`config.mk`:
```
export PLATFORM = sky130hd
export DESIGN_NAME = program_loader
export DESIGN_NICKNAME = d
export VERILOG_FILES = /design/src/rtl/program_loader.sv
export SDC_FILE = /design/constraint.sdc
export NUM_CORES = 1
export LEC_CHECK = 0
export ABC_AREA = 0
export CORE_MARGIN = 2
export CORE_UTILIZATION = 42
export CTS_BUF_LIST = sky130_fd_sc_hd__clkbuf_2
export CTS_CLUSTER_SIZE = 28
export DETAILED_ROUTE_END_ITERATION = 8
export MAX_ROUTING_LAYER = met4
export PLACE_DENSITY = 0.76
export SYNTH_ARGS = -nofsm -noshare
export SYNTH_HDL_FRONTEND = slang
export SYNTH_SLANG_ARGS = --single-unit
```
`constraint.sdc`:
```
create_clock -name clk -period 5.5 [get_ports clk]
set_input_delay 1.65 -clock clk [delete_from_list [all_inputs] [get_ports clk]]
set_output_delay 1.65 -clock clk [all_outputs]
set_load 0.05 [all_outputs]
```
`src/rtl/program_loader.sv`:
```
// Byte-stream loader for the instruction memory: packs little-endian bytes into
// 32-bit words, writes them at consecutive word addresses and holds the CPU in reset meanwhile.
module program_loader #(
   parameter int MEMORY_DEPTH = 32,
   parameter int DATA_WIDTH   = 32
) (
   input  logic                  clk,
   input  logic                  reset,
   input  logic                  Start,
   input  logic [DATA_WIDTH-1:0] NumWords,
   input  logic                  ByteValid,
   input  logic [7:0]            ByteData,
   output logic                  ByteReady,
   output logic                  MemWrite,
   output logic [DATA_WIDTH-1:0] WriteAddress,
   output logic [DATA_WIDTH-1:0] WriteData,
   output logic                  Busy,
   output logic                  CpuHold,
   output logic                  Done,
   output logic [DATA_WIDTH-1:0] Checksum
);

   // state    | meaning
   // ST_IDLE  | after reset, waiting for Start
   // ST_LOAD  | collecting the four bytes of the current word
   // ST_WRITE | one-cycle write strobe to the program memory
   // ST_DONE  | requested words written, CPU released

   localparam int CW = $clog2(MEMORY_DEPTH + 1);

   typedef enum logic [1:0] {
      ST_IDLE,
      ST_LOAD,
      ST_WRITE,
      ST_DONE
   } state_t;

   state_t         state;
   logic [CW-1:0]  target;
   logic [CW-1:0]  word_cnt;
   logic [1:0]     byte_idx;
   logic [CW-1:0]  clamped;

   always_comb begin
      clamped = NumWords[CW-1:0];
      if (NumWords > DATA_WIDTH'(MEMORY_DEPTH))
         clamped = CW'(MEMORY_DEPTH);
   end

   always_ff @(posedge clk) begin
      if (reset) begin
         state        <= ST_IDLE;
         target       <= '0;
         word_cnt     <= '0;
         byte_idx     <= '0;
         WriteAddress <= '0;
         WriteData    <= '0;
         Checksum     <= '0;
      end else begin
         case (state)
            ST_IDLE, ST_DONE: begin
               if (Start) begin
                  target       <= clamped;
                  word_cnt     <= '0;
                  byte_idx     <= '0;
                  WriteAddress <= '0;
                  WriteData    <= '0;
                  Checksum     <= '0;
                  state        <= (clamped != '0) ? ST_LOAD : ST_DONE;
               end
            end
            ST_LOAD: begin
               if (ByteValid) begin
                  WriteData[8*byte_idx +: 8] <= ByteData;
                  byte_idx                   <= byte_idx + 2'd1;
                  if (byte_idx == 2'd3)
                     state <= ST_WRITE;
               end
            end
            ST_WRITE: begin
               Checksum     <= Checksum ^ WriteData;
               word_cnt     <= word_cnt + CW'(1);
               WriteAddress <= WriteAddress + DATA_WIDTH'(4);
               byte_idx     <= '0;
               state        <= (word_cnt + CW'(1) == target) ? ST_DONE : ST_LOAD;
            end
            default: state <= ST_IDLE;
         endcase
      end
   end

   // Handshake and status outputs decode straight from the state register, so
   // nothing combinational reaches them from ByteValid.
   assign ByteReady = (state == ST_LOAD);
   assign MemWrite  = (state == ST_WRITE);
   assign Busy      = (state == ST_LOAD) || (state == ST_WRITE);
   assign CpuHold   = Busy;
   assign Done      = (state == ST_DONE);

endmodule
```
# Word-level counts from Yosys, hierarchy flattened
# Index checks and enable logic that the tools add are counted.
# op_classes
addsub	4
n_lt_le_gt_ge	1
n_eq_ne	8
n_shift	2
muxes	18
bitwise_logic	1
reduce_logical	11
# op_table
op	n
32-bit case mux with 2 select lines	3
32-bit two-way mux	2
5-bit negator with 34-bit output	1
8-bit by 34-bit variable shift with 32-bit output, first input constant	1
8-bit by 34-bit indexed part select with 32-bit output	1
32-bit by 3-bit adder with 32-bit output, second input constant	1
32-bit bitwise mux	1
32-bit by 6-bit greater-than comparator with 1-bit output, second input constant	1
32-bit bitwise XOR	1
2-bit two-way mux	7
6-bit two-way mux	2
2-bit case mux with 3 select lines	2
6-bit case mux with 2 select lines	1
6-bit by 1-bit adder with 6-bit output, second input constant	1
2-bit equality test, second input constant	3
6-bit equality test	1
2-bit AND reduction	3
3-bit AND reduction	2
6-bit nonzero test	1
2-bit inequality test, second input constant	2
2-bit nonzero test	2
2-bit by 1-bit adder with 2-bit output, second input constant	1
2-bit by 1-bit equality test with 1-bit output, second input constant	1
2-bit zero test	1
other kinds (3)	3
# word_totals
reg_bits	112
input_bits	44
output_inout_bits	101

# Depth between registers and ports, before layout
# Gate-level depths: netlist of the first run.
# logic_depth
depth_word	6
depth_mapped	10
mapped_depth_nobuf	7

# Worst setup path before layout of the first run
# No wires, ideal clock.
# synth_timing
kind	register to output
startpoint	reg state[0]
endpoint	out CpuHold
t_arrival_ps	1468
required_ps	3850
setup_slack_ps	2382
stages_incl_launch_ff	6
path_buffers	2
path_cell_list	dfxtp_1 -> inv_1 -> ha_1 -> buf_6 -> inv_1 -> buf_4
# synth_between
elab_chain_len	2
elab_cells_between_ends	3
# synth_lines
item	line	text
start, declared	38	state_t state;
start signal, assigned	69	state <= (clamped != '0) ? ST_LOAD : ST_DONE;
start signal, assigned	85	state <= (word_cnt + CW'(1) == target) ? ST_DONE : ST_LOAD;
2-bit by 1-bit equality test with 1-bit output or 2-bit equality test (tied branches)	96	assign Busy = (state == ST_LOAD) || (state == ST_WRITE);
1-bit logical OR (*)	96	
end, declared	18	output logic CpuHold,
# Mark *: on every way between the ends. The rest lies on a longest branch, timed or not.

# Final worst setup path of the first run
# Same ends and word-level chain as after synthesis.

==> results_tabular.tex, run 1 <==
\begin{tabular}{lr}
\hline
Metric & Value \\
\hline
\multicolumn{2}{l}{\textbf{Synth}} \\
\quad Syn\_area\_per\_cell & roughly 8.8 um2 \\
\quad Most frequently used flop master after synthesis & sky130\_fd\_sc\_hd\_\_dfxtp\_1 \\
\quad Synthesized instance count & around 560 \\
\quad Compound-cell area share of the yosys netlist & 0.103 \\
\quad Post-Synth Adder-Cell Area & 0.0254 \\
\quad Share of synthesized area occupied by flip-flops and latches & 0.448 \\
\quad Total of flip-flops plus latches after synthesis & 110 \\
\quad Synthesized-area fraction occupied by and/or/nand/nor cells & 0.244 \\
\quad Post-Synthesis Cell Area & 4920 um2 \\
\quad Synth top cells by count & sky130\_fd\_sc\_hd\_\_dfxtp\_1 (110), sky130\_fd\_sc\_hd\_\_nor2\_1 (103), sky130\_fd\_sc\_hd\_\_nand2\_1 (60) \\
\quad Top cell type's share of synthesized area & 0.448 \\
\quad Synth warnings & 0 \\
\quad Post-synth EDFFs & 0 \\
\quad Yosys cell types & between 50 and 60 \\
\quad Largest area contributor in the netlist & sky130\_fd\_sc\_hd\_\_dfxtp\_1 \\
\quad Fraction of synthesized area in multiplexers & 0.0102 \\
\quad Most numerous cell in the Yosys netlist & sky130\_fd\_sc\_hd\_\_dfxtp\_1 \\
\quad Async S/R FF share, synth & 0 \\
\quad Xor/xnor share of the synthesized area & 0.114 \\
\quad Cell types occupying the most area after synthesis & sky130\_fd\_sc\_hd\_\_dfxtp\_1 (45\%), sky130\_fd\_sc\_hd\_\_nor2\_1 (7.9\%), sky130\_fd\_sc\_hd\_\_xor2\_1 (6.6\%) \\
\quad Main combinational cell family by area after synthesis & simple AND/OR/NAND/NOR gates \\
\multicolumn{2}{l}{\textbf{Timing}} \\
\quad Clock period minus final worst setup slack & slightly above 4 ns \\
\quad Final Hold Vio Count & 0 \\
\quad Maximum achievable frequency & between 0.2 and 0.25 GHz \\
\quad RSZ-0062 raised after global routing & false \\
\quad Maximum clock skew at final layout & 0.0358 ns \\
\quad Post-route clock period utilization & 0.751 \\
\quad Least-Margin Pin Slew & between 0.9 and 1 ns \\
\quad Max Transition Viols Final & 0 \\
\quad Setup TNS & 0 ns \\
\quad Final setup violation count & 0 \\
\quad Relative slew slack & 0.399 \\
\multicolumn{2}{l}{\textbf{Worst setup path}} \\
\quad Depth of the worst register-to-register path & 6 \\
\quad Worst R2R End & WriteAddress[6] \\
\quad Crit end category & output pin \\
\quad Slowest cell on the critical path & sky130\_fd\_sc\_hd\_\_clkdlybuf4s50\_1 \\
\quad Slack of the worst reg-to-reg path & between 2 and 3 ns \\
\quad Crit Path Category & flip-flop to output pin \\
\quad Critical path's most frequent cell & sky130\_fd\_sc\_hd\_\_inv\_1 \\
\quad Crit path required time & roughly 3.9 ns \\
\quad Max FO, Critical Path & 11 \\
\quad Type of element launching the critical path & flip-flop \\
\quad Cell Chain, Critical Path & inv\_1, ha\_1, inv\_1, clkdlybuf4s50\_1 \\
\quad Worst reg2reg path startpoint & state[0] \\
\quad Arrival time at the worst endpoint & 2.48 ns \\
\quad Worst stage delay on the critical path & 0.81 ns \\
\multicolumn{2}{l}{\textbf{Clocking}} \\
\quad Number of hold buffers added after cts & 0 \\
\quad Clock Path Buffers & 2 \\
\quad TritonCTS Buffers & 9 \\
\quad Clock-pin slew of the registers on the worst-case setup and hold paths & between 0.3 and 0.4 ns \\
\quad Number of clock sinks & 110 \\
\quad H-tree depth & 3 \\
\quad Clock root buffer & sky130\_fd\_sc\_hd\_\_clkbuf\_2 \\
\quad TritonCTS clock tree & done \\
\quad Post-cts sizing count & 0 \\
\quad Buffers inserted during post-CTS setup optimization & 0 \\
\quad Source-to-sink clock delay at the later pin of the worst-skew pair & approximately 0.6 ns \\
\multicolumn{2}{l}{\textbf{Run status}} \\
\quad Status & complete, no violations \\
\multicolumn{2}{l}{\textbf{Cells and area}} \\
\quad Fraction of layout cells with a size suffix above 1 & 0.0484 \\
\quad Area of the multi-input gates & about 2500 um2 \\
\quad Post-route core utilization & 0.562 \\
\quad Fillcell total & 1,029 \\
\quad Area growth from synthesis to layout & 30.4\% \\
\quad Total area of sequential cells & $\sim$2200 um2 \\
\quad Net count, final & about 730 \\
\multicolumn{2}{l}{\textbf{Detailed routing}} \\
\quad Post-detailed-routing wire length & roughly 12 mm \\
\quad DR DRC count & 0 \\
\quad Wirelength per Cell & approximately 15 um \\
\quad Post-route antenna net violation count & 0 \\
\quad Count of vias placed by the detailed router & around 4,300 \\
\quad Drt first pass iters & 4 \\
\quad DR vias/cell & 5.22 \\
\quad Count of routing violations after the opening detailed-route iteration & between 200 and 300 \\
\multicolumn{2}{l}{\textbf{Job}} \\
\quad Reported max-cap violation count & 0 \\
\multicolumn{2}{l}{\textbf{Floorplanning}} \\
\quad Core area & around 11,000 um2 \\
\quad Die boundary width & between 100 and 150 um \\
\quad Vertical die dimension & 112 um \\
\quad Die footprint & roughly 13,000 um2 \\
\quad Effective utilization at floorplan & 0.431 \\
\quad IO Pins & roughly 150 \\
\quad \# rows & 39 \\
\multicolumn{2}{l}{\textbf{Place}} \\
\quad Gpl congestion & between 0.8 and 0.9 \\
\quad Input/output buffers & 142 \\
\quad Placed wire-length estimate after detailed placement & between 9 and 10 mm \\
\multicolumn{2}{l}{\textbf{Pwr}} \\
\quad Leak pwr & 2.16 nW \\
\quad Pwr dens & approximately 290 nW/um2 \\
\quad Max rail drop VDD & between 0.3 and 0.4 mV \\
\multicolumn{2}{l}{\textbf{Min path}} \\
\quad End point of the worst hold path & WriteData[7] \\
\quad Depth of the worst hold-timing path & 2 \\
\quad Hold/Removal Path Class & flip-flop to flip-flop \\
\quad Beginning of the worst hold path & WriteData[7] \\
\multicolumn{2}{l}{\textbf{GRT}} \\
\quad Aggregate global routing overflow & 0 \\
\quad First-pass GRT wire length & $\sim$20 mm \\
\quad Number of antenna violations at the first check in global routing & 0 \\
\quad Global-route usage over all layers & 0.197 \\
\quad Via count of the first global-routing pass & 4,098 \\
\quad Pin count of the biggest net entering global routing & 52 \\
\hline
\end{tabular}
-- per-layer routing --
metal,global-route usage,share of wire
met1,0.247,0.44
met2,0.324,0.48
met3,0.0421,0.063
met4,0.0520,0.016
met5,-,0
-- power by group --
| part | internal (mW) | switching (mW) |
|---|---|---|
| Sequential | 0.825 | 0.0259 |
| Clock | 0.0675 | 0.278 |
| Combinational | 0.184 | 0.452 |
| Total | 1.08 | 0.756 |
-- cell usage in the layout, fill, tap and decap left out, types with 2 or more instances in the layout --
master | Yosys | final
sky130_fd_sc_hd__clkdlybuf4s50_1 | 0 | 141
sky130_fd_sc_hd__dfxtp_1 | 110 | 110
sky130_fd_sc_hd__nor2_1 | 103 | 103
sky130_fd_sc_hd__nand2_1 | 60 | 60
sky130_fd_sc_hd__xor2_1 | 37 | 37
sky130_fd_sc_hd__a22oi_1 | 31 | 31
sky130_fd_sc_hd__xnor2_1 | 27 | 27
sky130_fd_sc_hd__nand3_1 | 20 | 20
sky130_fd_sc_hd__a21oi_1 | 18 | 18
sky130_fd_sc_hd__nor3_1 | 14 | 14
sky130_fd_sc_hd__nor4_1 | 13 | 13
sky130_fd_sc_hd__inv_1 | 12 | 12
sky130_fd_sc_hd__ha_1 | 10 | 10
sky130_fd_sc_hd__clkbuf_2 | 1 | 9
sky130_fd_sc_hd__o21ai_0 | 8 | 8
sky130_fd_sc_hd__nor2b_1 | 5 | 5
sky130_fd_sc_hd__nand4_1 | 5 | 5
sky130_fd_sc_hd__and3_1 | 4 | 4
sky130_fd_sc_hd__and4_1 | 3 | 3
sky130_fd_sc_hd__or3_1 | 3 | 3
sky130_fd_sc_hd__a32oi_1 | 3 | 3
sky130_fd_sc_hd__a21o_2 | 3 | 3
sky130_fd_sc_hd__a211oi_1 | 2 | 2
sky130_fd_sc_hd__nor4_2 | 2 | 2
sky130_fd_sc_hd__nor3b_1 | 2 | 2
sky130_fd_sc_hd__and2_1 | 2 | 2
sky130_fd_sc_hd__conb_1 | 1 | 2
sky130_fd_sc_hd__inv_8 | 0 | 2
-- worst max-delay path, delay by kind of cell (launching register included) --
kind                       cells  cell delay (ns)
DFF                            1             0.47
adders and majority gates      1             0.44
buffers and inverters          3             1.00
-- cell families after synthesis --
kind of cell / after synthesis
other: 1
and+or+nand+nor: 248
xor gates and xnor gates: 64
adders and majority gates: 10
buffers and inverters: 45
muxes: 4
AOI/OAI and AO/OA: 74
DFF: 110
-- sequential cells by signal, summed over array words and instances, names as in the netlist --
| signal | cells |
|---|---|
| word_cnt | 6 |
| WriteData | 32 |
| state | 2 |
| Checksum | 32 |
| WriteAddress | 30 |
| target | 6 |
| byte_idx | 2 |
-- cell type report --
type	count	share of cell area
clock buffers	9	0.00702
well taps	143	0.0279
flip-flops and latches	110	0.343
diodes	1	0.000390
clock inverters	6	0.00917
repair buffers	143	0.222
multi-input cells	402	0.383
inverters	12	0.00702
-- worst max-delay path by stage --
| stage | from | endpoint | slack, ns | cells after the start |
|---|---|---|---|---|
| CTS | state[0] | CpuHold | 1.32 | 4 |
| floorplan | state[0] | CpuHold | 2.38 | 5 |
| finish | state[0] | CpuHold | 1.37 | 4 |
| detailed placement | Start | WriteAddress[20] | 1.58 | 5 |
| global route | state[0] | Busy | 1.19 | 4 |
| global placement | Start | WriteAddress[31] | 1.71 | 5 |
-- metrics by stage --
step	area, um2	power, mW	cells	setup WS [ns]	hold slack, ns
6_report	6410	1.83	826	1.37	0.494
5_1_grt	6410	1.93	825	1.19	0.506
4_1_cts	6410	1.85	825	1.32	0.501
3_5_place_dp	6310	1.50	810	1.58	0.466
3_3_place_gp	6310	1.48	810	1.71	0.469
2_1_floorplan	4920	1.37	557	2.38	0.467
Power figures use the tool's default switching activity.
==> inputs of run 2 (changes only) <==
==> constraint.sdc (replaced) <==
create_clock -name clk -period 4.11 [get_ports clk]
set_input_delay 1.233 -clock clk [delete_from_list [all_inputs] [get_ports clk]]
set_output_delay 1.233 -clock clk [all_outputs]
set_load 0.05 [all_outputs]
==> run 2 against run 1 <==
Net effect: clock skew is 0.013 ns higher; largest power group unchanged; sequential power up 34%; flip-flop and latch count stayed put; sequential share of layout area down 0.087 points; count of clock-buffer cells in the layout stayed put; critical endpoint unchanged; worst setup slack got worse by 0.94 ns; combinational power up 36%; design area rose by 0.25%; clock power grew 33%; hold slack better by 0.0032 ns; first-iteration DRC count fell by 25%.
==> results_tabular.tex, run 2 (synthesis results as in run 1) <==
\begin{tabular}{lr}
\hline
Metric & Value \\
\hline
\multicolumn{2}{l}{\textbf{Cells and area}} \\
\quad Fraction of layout cells with a size suffix above 1 & 0.0526 (+0.00424) \\
\quad Net count, final & 733 (+0.14\%) \\
\quad Top Registers & Checksum (32), WriteData (32), WriteAddress (30) \\
\quad Most common cell after layout, fill and taps aside & sky130\_fd\_sc\_hd\_\_clkdlybuf4s50\_1 \\
\quad Area growth from synthesis to layout & 30.7\% \\
\quad Final std cell area, no fill & 6430 um2 (+0.25\%) \\
\quad Post-route core utilization & 0.563 (+0.00143) \\
\quad Commonest cells after routing, fill and taps aside & sky130\_fd\_sc\_hd\_\_clkdlybuf4s50\_1 (141), sky130\_fd\_sc\_hd\_\_dfxtp\_1 (110), sky130\_fd\_sc\_hd\_\_nor2\_1 (103) \\
\multicolumn{2}{l}{\textbf{Clocking}} \\
\quad H-tree depth & 3 (unchanged) \\
\quad Buffers inserted during post-CTS setup optimization & 0 (unchanged) \\
\quad Post-cts sizing count & 0 (unchanged) \\
\quad Clock-pin slew of the registers on the worst-case setup and hold paths & 0.31 ns (about the same) \\
\quad TritonCTS clock tree & done \\
\quad Source-to-sink clock delay at the later pin of the worst-skew pair & 0.58 ns (about the same) \\
\quad TritonCTS Buffers & 9 (unchanged) \\
\quad Number of clock sinks & 110 (unchanged) \\
\quad Number of hold buffers added after cts & 0 (unchanged) \\
\quad Clock Path Buffers & 2 (unchanged) \\
\quad Clock root buffer & sky130\_fd\_sc\_hd\_\_clkbuf\_2 \\
\multicolumn{2}{l}{\textbf{Floorplanning}} \\
\quad Core area & 11,400 um2 (unchanged) \\
\quad Die footprint & 12,600 um2 (unchanged) \\
\quad Vertical die dimension & 112 um (unchanged) \\
\quad IO Pins & 145 (unchanged) \\
\quad \# rows & 39 (unchanged) \\
\quad Effective utilization at floorplan & 0.431 (unchanged) \\
\quad Die boundary width & 112 um (unchanged) \\
\multicolumn{2}{l}{\textbf{Timing}} \\
\quad RSZ-0062 raised after global routing & false \\
\quad Max Transition Viols Final & 0 (unchanged) \\
\quad Setup TNS & 0 ns (unchanged) \\
\quad Final Hold Vio Count & 0 (unchanged) \\
\quad Final worst slack & 0.430 ns (-0.938 ns) \\
\quad Worst hold slack & 0.498 ns (+0.00318 ns) \\
\quad Clock period minus final worst setup slack & 3.68 ns \\
\quad Maximum achievable frequency & between 0.2 and 0.3 GHz \\
\quad Least-Margin Pin Slew & 0.609 ns (-0.292 ns) \\
\quad Relative slew slack & 0.592 (+0.192) \\
\quad Maximum clock skew at final layout & 0.0489 ns (+0.0131 ns) \\
\quad Post-route clock period utilization & 0.895 \\
\quad Final setup violation count & 0 (unchanged) \\
\multicolumn{2}{l}{\textbf{Worst setup path}} \\
\quad Worst reg2reg path startpoint & state[0] \\
\quad Critical path's most frequent cell & sky130\_fd\_sc\_hd\_\_inv\_1 \\
\quad Worst stage delay on the critical path & 0.81 ns (about the same) \\
\quad Type of element launching the critical path & flip-flop \\
\quad Number of buffer and inverter instances along the worst setup path & 3 (unchanged) \\
\quad Slowest cell on the critical path & sky130\_fd\_sc\_hd\_\_clkdlybuf4s50\_1 \\
\quad Arrival time at the worst endpoint & 2.45 ns (-0.03 ns) \\
\quad Crit Path Category & flip-flop to output pin \\
\quad Max FO, Critical Path & 11 (unchanged) \\
\quad Crit path max-delay family & buffers and inverters \\
\quad Cell Chain, Critical Path & inv\_1, ha\_1, inv\_1, clkdlybuf4s50\_1 \\
\quad Crit path required time & 2.88 ns (-0.97 ns) \\
\quad Crit end category & output pin \\
\quad Start point of the critical path & state[0] \\
\multicolumn{2}{l}{\textbf{Min path}} \\
\quad Hold/Removal Path Class & flip-flop to flip-flop \\
\quad Beginning of the worst hold path & WriteData[7] \\
\multicolumn{2}{l}{\textbf{Pwr}} \\
\quad Pwr dens & 383 nW/um2 (+34\%) \\
\quad Leak pwr & 2.17 nW (+0.58\%) \\
\quad Max rail drop VDD & 0.569 mV (+49\%) \\
\multicolumn{2}{l}{\textbf{Detailed routing}} \\
\quad Count of routing violations after the opening detailed-route iteration & 220 (-25\%) \\
\quad Post-route antenna net violation count & 0 (unchanged) \\
\quad Post-detailed-routing wire length & 12.6 mm (+3.4\%) \\
\quad Drt first pass iters & 5 (+1) \\
\quad Count of vias placed by the detailed router & 4,361 (+1.1\%) \\
\quad Wirelength per Cell & 15.2 um (+3.2\%) \\
\quad DR DRC count & 0 (unchanged) \\
\quad DR vias/cell & 5.27 (+0.89\%) \\
\multicolumn{2}{l}{\textbf{Place}} \\
\quad Input/output buffers & 142 (unchanged) \\
\quad Post-Place Cell Area & 6330 um2 (+0.32\%) \\
\quad Gpl congestion & 0.865 (+3.8\%) \\
\quad Placed wire-length estimate after detailed placement & 9.46 mm (+3.5\%) \\
\quad Worst-case setup slack after placement & 0.691 ns (-0.891 ns) \\
\multicolumn{2}{l}{\textbf{GRT}} \\
\quad First-pass GRT wire length & 20.7 mm (+4.7\%) \\
\quad Number of antenna violations at the first check in global routing & 1 (+1) \\
\quad Via count of the first global-routing pass & 4,251 (+3.7\%) \\
\quad Global-route usage over all layers & 0.204 (+0.00735) \\
\quad Pin count of the biggest net entering global routing & 52 (unchanged) \\
\quad Aggregate global routing overflow & 0 (unchanged) \\
\multicolumn{2}{l}{\textbf{Run status}} \\
\quad Status & complete, no violations \\
\multicolumn{2}{l}{\textbf{Job}} \\
\quad Reported max-cap violation count & 0 (unchanged) \\
\hline
\end{tabular}
run 2: cell types whose count changed in the layout (fill, tap and decap cells not counted), sizes merged:
cell | before | now
inv | 14 | 15
buf | 2 | 3
run 2: report_power, final:
part / total, mW / leakage (nW) / internal (mW) / switching, mW
Clock: 0.460 / 0.0646 / 0.0886 / 0.371
Sequential: 1.14 / 0.887 / 1.10 / 0.0362
Combinational: 0.863 / 1.22 / 0.255 / 0.608
run 2: path summary, 6_finish.rpt:
| path | depth (start not counted) | end | slack, ns |
|---|---|---|---|
| setup / recovery | 4 | CpuHold | 0.43 |
| hold / removal | 2 | WriteData[7] | 0.50 |
| setup reg to reg | 7 | WriteData[25] | 1.60 |
| hold reg to reg | 2 | WriteData[7] | 0.50 |
run 2: cell type report:
class | count | area, um2
Multi-Input combinational cell | 402 | 2460
Fill cell | 1015 | 4990
Tap cell | 143 | 179
Antenna cell | 1 | 2.50
Timing Repair Buffer | 144 | 1440
Inverter | 12 | 45.0
Sequential cell | 110 | 2200
Clock buffer | 9 | 45.0
Clock inverter | 7 | 55.1
run 2: per-layer routing:
layer	wire, um	vias to the layer above	share of wire	global-route usage
met4	342	0	0.027	0.0732
met2	5960	172	0.47	0.331
met1	5560	2028	0.44	0.260
met5	0	-	0	-
met3	734	27	0.058	0.0319
li1	-	2134	-	-
run 2: metrics by stage:
stage,power [mW],cells
6_report,2.46,828
3_3_place_gp,2.00,811
3_5_place_dp,2.02,811
4_1_cts,2.48,827
5_1_grt,2.60,828
2_1_floorplan,1.83,557
run 2: worst register-to-register path, stage by stage, from the launching register on:
cell and delay (ns):
sky130_fd_sc_hd__dfxtp_1 0.47, sky130_fd_sc_hd__inv_1 0.06, sky130_fd_sc_hd__ha_1 0.44, sky130_fd_sc_hd__mux2i_2 0.25
sky130_fd_sc_hd__or2_1 0.41, sky130_fd_sc_hd__nor4_4 0.57, sky130_fd_sc_hd__a22oi_1 0.15, sky130_fd_sc_hd__nor2_1 0.11
==> inputs of run 3 (changes only) <==
--- a/config.mk
+++ b/config.mk
@@ -6,7 +6,7 @@
 export NUM_CORES = 1
 export LEC_CHECK = 0
 export ABC_AREA = 0
-export CORE_MARGIN = 2
+export CORE_MARGIN = 3
 export CORE_UTILIZATION = 42
 export CTS_BUF_LIST = sky130_fd_sc_hd__clkbuf_2
 export CTS_CLUSTER_SIZE = 28
==> constraint.sdc (replaced) <==
create_clock -name clk -period 3.65 [get_ports clk]
set_input_delay 1.095 -clock clk [delete_from_list [all_inputs] [get_ports clk]]
set_output_delay 1.095 -clock clk [all_outputs]
set_load 0.05 [all_outputs]
==> run 3 against run 2 <==
Net effect: sequential power up 12%; worst setup slack improved by 0.043 ns; sequential share of layout area is 0.053 points lower; via count decreased by 1.9%; global-route usage fell by 0.70 points; critical path depth unchanged; clock power up 11%; hold slack better by 0.0039 ns; die area grew 3.6%; design area rose by 0.16%; final cell count fell by 0.24%; critical endpoint is now Busy; largest power group unchanged.
==> results_tabular.tex, run 3 (synthesis results as in run 1) <==
\begin{tabular}{lr}
\hline
Metric & Value \\
\hline
\multicolumn{2}{l}{\textbf{Clocking}} \\
\quad Post-cts sizing count & 0 (unchanged) \\
\quad Buffers inserted during post-CTS setup optimization & 0 (unchanged) \\
\quad Number of hold buffers added after cts & 0 (unchanged) \\
\quad TritonCTS clock tree & done \\
\quad TritonCTS Buffers & 9 (unchanged) \\
\quad Clock root buffer & sky130\_fd\_sc\_hd\_\_clkbuf\_2 \\
\quad Number of clock sinks & 110 (unchanged) \\
\quad Source-to-sink clock delay at the later pin of the worst-skew pair & 0.57 ns (about the same) \\
\quad Clock-pin slew of the registers on the worst-case setup and hold paths & 0.27 ns (-0.04 ns) \\
\quad H-tree depth & 3 (unchanged) \\
\quad Clock Path Buffers & 2 (unchanged) \\
\multicolumn{2}{l}{\textbf{Run status}} \\
\quad Status & complete, no violations \\
\multicolumn{2}{l}{\textbf{Worst setup path}} \\
\quad Max FO, Critical Path & 11 (unchanged) \\
\quad Worst reg2reg path startpoint & state[0] \\
\quad Type of element launching the critical path & flip-flop \\
\quad Crit Path Category & flip-flop to output pin \\
\quad Arrival time at the worst endpoint & 2.08 ns (-0.37 ns) \\
\quad Start point of the critical path & state[0] \\
\quad Crit path required time & 2.55 ns (-0.33 ns) \\
\quad Crit end category & output pin \\
\multicolumn{2}{l}{\textbf{Cells and area}} \\
\quad Most common cell after layout, fill and taps aside & sky130\_fd\_sc\_hd\_\_clkdlybuf4s50\_1 \\
\quad Net count, final & 735 (+0.27\%) \\
\quad Post-route core utilization & 0.579 (+0.0157) \\
\quad Area growth from synthesis to layout & 30.9\% \\
\quad Count of antenna diodes in the layout & 0 (-1) \\
\quad Fraction of layout cells with a size suffix above 1 & 0.0554 (+0.00276) \\
\quad Final std cell area, no fill & 6440 um2 (+0.16\%) \\
\quad Top Registers & Checksum (32), WriteData (32), WriteAddress (30) \\
\quad Commonest cells after routing, fill and taps aside & sky130\_fd\_sc\_hd\_\_clkdlybuf4s50\_1 (137), sky130\_fd\_sc\_hd\_\_dfxtp\_1 (110), sky130\_fd\_sc\_hd\_\_nor2\_1 (103) \\
\multicolumn{2}{l}{\textbf{Place}} \\
\quad Post-Place Cell Area & 6320 um2 (about the same) \\
\quad Placed wire-length estimate after detailed placement & 9.49 mm (+0.30\%) \\
\quad Input/output buffers & 142 (unchanged) \\
\quad Gpl congestion & 0.820 (-5.3\%) \\
\multicolumn{2}{l}{\textbf{GRT}} \\
\quad Pin count of the biggest net entering global routing & 51 (-1.9\%) \\
\quad Number of antenna violations at the first check in global routing & 0 (-1) \\
\quad First-pass GRT wire length & 20.5 mm (-1.0\%) \\
\quad Via count of the first global-routing pass & 4,173 (-1.8\%) \\
\quad Global-route usage over all layers & 0.197 (-0.00699) \\
\quad Aggregate global routing overflow & 0 (unchanged) \\
\multicolumn{2}{l}{\textbf{Timing}} \\
\quad Relative slew slack & 0.586 (-0.00560) \\
\quad Maximum clock skew at final layout & 0.0337 ns (-0.0152 ns) \\
\quad Setup TNS & 0 ns (unchanged) \\
\quad Final setup violation count & 0 (unchanged) \\
\quad Max Transition Viols Final & 0 (unchanged) \\
\quad Least-Margin Pin Slew & 0.621 ns (+0.0125 ns) \\
\quad Worst hold slack & 0.501 ns (+0.00391 ns) \\
\quad Maximum achievable frequency & 0.315 GHz \\
\quad Final Hold Vio Count & 0 (unchanged) \\
\quad Post-route clock period utilization & 0.871 \\
\quad Clock period minus final worst setup slack & 3.18 ns \\
\quad RSZ-0062 raised after global routing & false \\
\multicolumn{2}{l}{\textbf{Detailed routing}} \\
\quad Post-detailed-routing wire length & 12.5 mm (-1.0\%) \\
\quad Count of routing violations after the opening detailed-route iteration & 198 (-10\%) \\
\quad Post-route antenna net violation count & 0 (unchanged) \\
\quad DR DRC count & 0 (unchanged) \\
\quad Wirelength per Cell & 15.1 um (-0.78\%) \\
\quad DR vias/cell & 5.18 (-1.6\%) \\
\quad Drt first pass iters & 5 (unchanged) \\
\quad Count of vias placed by the detailed router & 4,279 (-1.9\%) \\
\multicolumn{2}{l}{\textbf{Pwr}} \\
\quad Part of the total power dissipated in sequential elements & 0.464 (about the same) \\
\quad Comb power frac & 0.352 (+0.002) \\
\quad Clock power share & 0.185 (-0.002) \\
\quad Switching power as a share of total power & 0.412 (about the same) \\
\quad Pwr dens & 429 nW/um2 (+12\%) \\
\quad Total Power & 2.77 mW (+12\%) \\
\quad Leak pwr & 2.22 nW (+2.3\%) \\
\quad Cell Int Power & 1.63 mW (+12\%) \\
\quad Switching power & 1.14 mW (+12\%) \\
\quad Max rail drop VDD & 0.592 mV (+4.1\%) \\
\multicolumn{2}{l}{\textbf{Floorplanning}} \\
\quad IO Pins & 145 (unchanged) \\
\quad \# rows & 38 (-2.6\%) \\
\quad Effective utilization at floorplan & 0.442 (+0.0113) \\
\quad Die footprint & 13,000 um2 (+3.6\%) \\
\quad Vertical die dimension & 114 um (+1.8\%) \\
\quad Die boundary width & 114 um (+1.8\%) \\
\quad Core area & 11,100 um2 (-2.6\%) \\
\multicolumn{2}{l}{\textbf{Min path}} \\
\quad Hold/Removal Path Class & flip-flop to flip-flop \\
\quad Beginning of the worst hold path & WriteData[6] \\
\multicolumn{2}{l}{\textbf{Job}} \\
\quad Reported max-cap violation count & 0 (unchanged) \\
\hline
\end{tabular}
==> run 3: changes by cell type in the layout (fill, tap and decap cells not counted), moves of 2 or more <==
| cell | previous run | this run |
|---|---|---|
| sky130_fd_sc_hd__buf_4 | 1 | 4 |
| sky130_fd_sc_hd__clkdlybuf4s50_1 | 141 | 137 |
| sky130_fd_sc_hd__clkinv_2 | 2 | 0 |
| sky130_fd_sc_hd__clkinvlp_4 | 1 | 4 |
| sky130_fd_sc_hd__dlymetal6s2s_1 | 0 | 4 |
| sky130_fd_sc_hd__inv_6 | 2 | 0 |
==> run 3: worst max-delay path, cell delays in order, from the launching register on <==
cell                             delay, ns
sky130_fd_sc_hd__dfxtp_1              0.47
sky130_fd_sc_hd__inv_1                0.07
sky130_fd_sc_hd__ha_1                 0.45
sky130_fd_sc_hd__inv_1                0.12
sky130_fd_sc_hd__dlymetal6s2s_1       0.42
==> run 3: layout make-up <==
class	count	area (um2)
repair buffers	146	1460
flip-flops and latches	110	2200
well taps	140	175
fillers	1019	4690
clock buffers	9	45.0
inverters	12	45.0
multi-input cells	402	2460
clock inverters	7	58.8
==> run 3: worst paths after layout <==
kind | cells past startpoint | slack [ns] | end
max | 4 | 0.47 | Busy
min | 2 | 0.50 | WriteData[6]
max reg2reg | 7 | 1.26 | WriteData[31]
min reg2reg | 2 | 0.50 | WriteData[6]
==> run 3: power by group through the flow <==
stage               clock network [mW]  logic [mW]  registers, mW
floorplan                            0       0.701           1.36
global placement                     0       0.950           1.30
detailed placement                   0       0.973           1.30
CTS                              0.527       0.976           1.28
global route                     0.584        1.05           1.29
finish                           0.510       0.972           1.28
==> run 3: per-layer routing <==
metal / up-vias / GRT usage / wire length [um]
met5: - / - / 0
met2: 139 / 0.325 / 5970
met4: 0 / 0.0443 / 116
li1: 2131 / - / -
met3: 8 / 0.0381 / 722
met1: 2001 / 0.253 / 5660
==> run 3: through the flow <==
| stage | worst slack, ns | instances |
|---|---|---|
| after floorplan | 1.09 | 557 |
| after global placement | 0.658 | 810 |
| after detailed placement | 0.512 | 810 |
| after CTS | 0.0290 | 826 |
| after global routing | 0.265 | 826 |
| final | 0.472 | 826 |
